`src/rtl/e203_dtcm_ram_arb.sv`:
```
// Two-port round-robin DTCM SRAM arbiter with optional light-sleep FSM (E203_DTCM_ARB_LS_EN).
// Latency: grant drives ram_cs combinationally; response one cycle after grant (two extra on wake).
// Backpressure: an unaccepted response holds its data and blocks new grants on both ports.
module e203_dtcm_ram_arb #(
   parameter int AW       = 14,
   parameter int DW       = 32,
   parameter int IDLE_CYC = 16
) (
   input  logic            clk,
   input  logic            rst,

   input  logic            lsu_cmd_valid,
   output logic            lsu_cmd_ready,
   input  logic            lsu_cmd_read,
   input  logic [AW-1:0]   lsu_cmd_addr,
   input  logic [DW-1:0]   lsu_cmd_wdata,
   input  logic [DW/8-1:0] lsu_cmd_wmask,
   output logic            lsu_rsp_valid,
   input  logic            lsu_rsp_ready,
   output logic [DW-1:0]   lsu_rsp_rdata,

   input  logic            ext_cmd_valid,
   output logic            ext_cmd_ready,
   input  logic            ext_cmd_read,
   input  logic [AW-1:0]   ext_cmd_addr,
   input  logic [DW-1:0]   ext_cmd_wdata,
   input  logic [DW/8-1:0] ext_cmd_wmask,
   output logic            ext_rsp_valid,
   input  logic            ext_rsp_ready,
   output logic [DW-1:0]   ext_rsp_rdata,

   output logic            ram_cs,
   output logic            ram_we,
   output logic [AW-1:0]   ram_addr,
   output logic [DW/8-1:0] ram_wem,
   output logic [DW-1:0]   ram_din,
   input  logic [DW-1:0]   ram_dout,
   output logic            ram_sd,
   output logic            ram_ds,
   output logic            ram_ls
);

   if (IDLE_CYC < 1 || IDLE_CYC > 255) begin : g_bad_idle_cyc
      $error("IDLE_CYC must be within 1..255");
   end

   logic          rst_q;
   logic          last_lsu;
   logic          rsp_pend;
   logic          rsp_own;
   logic          rsp_first;
   logic          rsp_rd;
   logic [DW-1:0] hold_q;

   logic          run;
   logic          rsp_acc;
   logic          allow;
   logic          lsu_pick;
   logic          ext_pick;
   logic          lsu_gnt;
   logic          ext_gnt;
   logic          gnt;
   logic          sel_read;
   logic          rsp_vld;
   logic [DW-1:0] rsp_dat;

   // lsu wins ties unless it was the most recent winner
   assign lsu_pick = lsu_cmd_valid && (!ext_cmd_valid || !last_lsu);
   assign ext_pick = ext_cmd_valid && !lsu_pick;

   assign rsp_acc = rsp_pend && (rsp_own ? ext_rsp_ready : lsu_rsp_ready);
   assign allow   = run && !rst && !rst_q && (!rsp_pend || rsp_acc);

   assign lsu_cmd_ready = allow && lsu_pick;
   assign ext_cmd_ready = allow && ext_pick;
   assign lsu_gnt       = lsu_cmd_valid && lsu_cmd_ready;
   assign ext_gnt       = ext_cmd_valid && ext_cmd_ready;
   assign gnt           = lsu_gnt || ext_gnt;

   assign sel_read = ext_pick ? ext_cmd_read : lsu_cmd_read;
   assign ram_cs   = gnt;
   assign ram_we   = !sel_read;
   assign ram_addr = ext_pick ? ext_cmd_addr  : lsu_cmd_addr;
   assign ram_din  = ext_pick ? ext_cmd_wdata : lsu_cmd_wdata;
   assign ram_wem  = sel_read ? {(DW/8){1'b1}} : (ext_pick ? ext_cmd_wmask : lsu_cmd_wmask);
   assign ram_sd   = 1'b0;
   assign ram_ds   = 1'b0;

   // SRAM data is only valid in the first response cycle; afterwards the hold register serves it
   assign rsp_vld       = rsp_pend && !rst;
   assign rsp_dat       = (rsp_first && rsp_rd) ? ram_dout : hold_q;
   assign lsu_rsp_valid = rsp_vld && !rsp_own;
   assign ext_rsp_valid = rsp_vld && rsp_own;
   assign lsu_rsp_rdata = rsp_dat;
   assign ext_rsp_rdata = rsp_dat;

   always_ff @(posedge clk) begin
      if (rst) begin
         rst_q     <= 1'b1;
         last_lsu  <= 1'b0;
         rsp_pend  <= 1'b0;
         rsp_own   <= 1'b0;
         rsp_first <= 1'b0;
         rsp_rd    <= 1'b0;
         hold_q    <= '0;
      end else begin
         rst_q <= 1'b0;
         if (gnt) begin
            last_lsu  <= lsu_gnt;
            rsp_pend  <= 1'b1;
            rsp_own   <= ext_gnt;
            rsp_first <= 1'b1;
            rsp_rd    <= sel_read;
         end else begin
            rsp_first <= 1'b0;
            if (rsp_acc)
               rsp_pend <= 1'b0;
         end
         if (gnt && !sel_read)
            hold_q <= '0;
         else if (rsp_first && rsp_rd)
            hold_q <= ram_dout;
      end
   end

`ifdef E203_DTCM_ARB_LS_EN
   typedef enum logic [1:0] {RUN, SLEEP, WAKE} state_t;

   localparam logic [7:0] IDLE_LIM = 8'(IDLE_CYC);

   state_t     state_q;
   state_t     state_d;
   logic [7:0] idle_cnt;
   logic [7:0] idle_cnt_d;

   assign run    = (state_q == RUN);
   assign ram_ls = !rst && (state_q != RUN);

   always_ff @(posedge clk) begin
      if (rst) begin
         state_q  <= RUN;
         idle_cnt <= '0;
      end else begin
         state_q  <= state_d;
         idle_cnt <= idle_cnt_d;
      end
   end

   // a grant in the cycle the limit is hit keeps the arbiter awake
   always_comb begin
      state_d    = state_q;
      idle_cnt_d = idle_cnt;
      case (state_q)
         RUN: begin
            if (gnt || rsp_pend) begin
               idle_cnt_d = '0;
            end else if (idle_cnt == IDLE_LIM) begin
               state_d    = SLEEP;
               idle_cnt_d = '0;
            end else if (idle_cnt != 8'hFF) begin
               idle_cnt_d = idle_cnt + 8'd1;
            end
         end
         SLEEP: begin
            idle_cnt_d = '0;
            if (lsu_cmd_valid || ext_cmd_valid)
               state_d = WAKE;
         end
         WAKE: begin
            idle_cnt_d = '0;
            state_d    = RUN;
         end
         default: begin
            idle_cnt_d = '0;
            state_d    = RUN;
         end
      endcase
   end
`else
   assign run    = 1'b1;
   assign ram_ls = 1'b0;
`endif

endmodule

```
`config.mk`:
```
export PLATFORM = sky130hd
export DESIGN_NAME = e203_dtcm_ram_arb
export DESIGN_NICKNAME = d
export VERILOG_FILES = /design/src/rtl/e203_dtcm_ram_arb.sv
export SDC_FILE = /design/constraint.sdc
export NUM_CORES = 1
export LEC_CHECK = 0
export BUFFER_PORTS_ARGS = -buffer_cell sky130_fd_sc_hd__buf_2
export CAP_MARGIN = 10
export CORE_AREA = 2 2 102 104
export DETAILED_ROUTE_END_ITERATION = 16
export DIE_AREA = 0 0 104 106
export PLACE_DENSITY = 0.66
export SLEW_MARGIN = 40
export SYNTH_ARGS = -nofsm -noshare
export SYNTH_HDL_FRONTEND = slang
export SYNTH_SLANG_ARGS = --single-unit
```
`constraint.sdc`:
```
create_clock -name clk -period 1.8 [get_ports clk]
set_input_delay 0.18 -clock clk [delete_from_list [all_inputs] [get_ports clk]]
set_output_delay 0.18 -clock clk [all_outputs]
set_load 0.1 [all_outputs]
```
==> flow_summary.yaml <==
status:
  status: "finished with violations"
  failed_checks: "setup timing"
cts:
  cts_max_level: 2
  tritoncts: "built"
  cts_hold_buf: 0
  cts_buffers: 5
  cts_buffer_depth: 2
  path_clk_slew_ps: 70
  ctsRootBufferMaster: "clkbuf_8"
  clock-sinks: 38
  clock_latency_ps: 280
drt:
  wl_per_cell_um: 20.3
  num_vias: 3358
  viasPerCell: 4.90
  dr.first_iter.drc_count: 123
  routed_wl_mm: 13.9
  dr.pass1.iters: 4
  route.detailed.drc: 0
  ant_nets: 0
setup_path:
  crit_buf_inv: 2
  r2r_slack_ps: 150
  worst_path_most_repeated_cell: "buf_12"
  path_delay_family: "multiplexers"
  required_ps: 1620
  worst_setup_path_start_kind: "flop"
  crit_slowest_cell: "mux2_2"
  cp_max_fo: 9
  worstPathArrival_ps: 1650
  r2r-end: "hold_q[16]"
  crit_chain: "nand2b_4 -> nand2_8 -> buf_12 -> mux2_2 -> buf_12"
  crit_path_start: "last_lsu"
  cp-end-kind: "primary output"
  critPathKind: "flop to primary output"
  worst_r2r_path_depth: 5
  cp_slowest_stage_delay_ps: 390
  timing.rr.start: "rsp_own"
synth:
  synth_top_cell_by_area: "dfxtp_1"
  netlist.area_leader.share_pct: 26.1
  yosysSeqAreaShare_pct: 26.1
  syn_area_um2: 2920
  yosys_warnings: 0
  ys_top_cells_by_area: "dfxtp_1 (26%), mux2_2 (16%), a221oi_2 (15%)"
  ys_ff_latch: 38
  netlist_instances: 323
  synth_cell_type_count: 38
  synth.avg_cell_area_um2: 9.03
job:
  cap_violations: 0
placed_design:
  postPlaceCellArea_um2: 6060
  gp_congestion: 0.918
  dp_cells: 669
  post-place-ws_ps: 173
  dp_hpwl_mm: 11.3
  numPortBuffers: 259
floorplanning:
  dieArea_um2: 11000
  die_y_um: 106
  ioPinCount: 263
  core_um2: 10000
  rows: 37
  die_x_um: 104
  start_util_pct: 29.2
cells_and_area:
  stdcell_count: 686
  stdcell_area_um2: 6540
  layout-drive-gt1-share_pct: 74.1
  area_delta_synth_final_pct: 124
  post-route-util_pct: 65.4
  nets: 688
timing:
  period_needed_ps: 1830
  grt_setup_unrepaired: "true"
  layout_worst_path_cycle_share_pct: 102
  clock_skew_ps: 5.66
  hold_viol: 0
  worst_pin_slew_ps: 519
  finalSetupTns_ps: -152
  worst_slack_ps: -27.1
  max_freq_mhz: 547
  holdWs_ps: 237
  relSlewSlack_pct: 65.3
  slew_viol_final: 0
  setup_viol_count_final: 12
power:
  finalPower_mw: 4.11
  peakVddDrop_v: 0.000473
  p_leak_nw: 2.90
  powerDensity_nw_per_um2: 628
global_route:
  grt_pass1_vias: 3424
  grt_pass1_wl_mm: 20.0
  overflow: 0
  antenna_found_initial: 2
  grt_start_max_net_pins: 34
  grtUsageTotal_pct: 23.8
min_path:
  hold_path.class: "primary input to flop"
  min-delay-start: "ram_dout[0]"
  worstHoldPathCells: 3
  holdPathEnd: "hold_q[0]"
-- cell usage after synthesis, drive strengths merged --
cell type,count
a2111o,1
a211oi,1
a21bo,1
a21o,1
a21oi,2
a221oi,32
a2bb2oi,1
and2,1
and2b,1
and3,1
buf,56
clkbuf,7
conb,1
dfxtp,38
inv,3
mux2,46
mux2i,1
nand2,67
nand2b,1
nand3,37
nand4,4
nor2,2
nor2b,3
nor3,5
nor3b,1
o21ai,5
o311ai,1
o31ai,1
o32ai,2
-- layout make-up --
| class | count | area, um2 |
|---|---|---|
| diodes | 1 | 2.50 |
| well taps | 136 | 170 |
| inverters | 3 | 11.3 |
| fillers | 798 | 3460 |
| multi-input cells | 221 | 2140 |
| clock buffers | 7 | 76.3 |
| clock inverters | 1 | 30.0 |
| repair buffers | 279 | 3340 |
| flip-flops and latches | 38 | 766 |
-- sequential cells by signal, summed over array words and instances, names as in the netlist --
name / flops
rsp_rd: 1
hold_q: 32
last_lsu: 1
rsp_pend: 1
rsp_own: 1
rst_q: 1
rsp_first: 1
-- worst max-delay path by stage --
stage                     slack, ps  cells after the start            end
after floorplan                -370                      3  ext_cmd_ready
after CTS                       -40                      5    ram_addr[0]
after global placement          210                      5    ram_din[24]
after global routing            -50                      5    ram_din[21]
final                           -30                      5   ram_addr[13]
after detailed placement        170                      5    ram_din[25]
-- timing repair --
item / in CTS / in global routing
gates cloned: 2 / 2
resized for setup: 19 / 42
buffers inserted: 1 / 3
setup endpoints to repair: 48 / 40
pin swaps: 2 / 2
-- power breakdown --
group / switching, mW / total, mW / internal (mW) / leakage (nW)
combinational: 1.62 / 2.54 / 0.915 / 2.54
clock: 0.281 / 0.696 / 0.414 / 0.0525
sequential: 0.0150 / 0.874 / 0.859 / 0.309
-- cell families (layout without fill, tap and decap cells) --
group / count (synthesis) / count (layout) / synth area share [%]
buffers and inverters: 66 / 290 / 15.8
multiplexers: 47 / 47 / 18.2
AND/OR/NAND/NOR: 123 / 123 / 19.2
flip-flops: 38 / 38 / 26.1
AO/OA/AOI/OAI: 48 / 48 / 20.6
other: 1 / 4 / 0.129
-- routing by layer --
layer | GRT usage, % | wire length, um
met5 | 0 | 13
met4 | 5.60 | 411
met3 | 7.48 | 1240
met2 | 43.4 | 7270
met1 | 27.0 | 4990
-- worst reg2reg max path: stages, from the launching register on --
cell      delay (ps)
dfxtp_4          370
mux2i_4          190
buf_4            150
a21oi_4          440
buf_12           270
a221oi_2         100
-- cell usage in the layout (no fill, tap or decap), types with 2 or more instances in the layout --
cell type,count
mux2_2,10
a221oi_1,3
nand2_4,30
nor2b_1,3
mux2_4,34
dfxtp_1,36
clkbuf_16,2
buf_16,2
clkbuf_1,2
nand2_1,34
o21ai_0,4
nor3_1,2
nand3_1,37
nand4_1,4
clkbuf_8,5
a221oi_2,29
nand2_2,2
nor3_4,2
conb_1,3
mux2_1,2
nor2_1,2
buf_4,11
buf_2,141
inv_1,2
buf_12,121
buf_6,2
No activity file was read; power rests on OpenSTA's default activity.
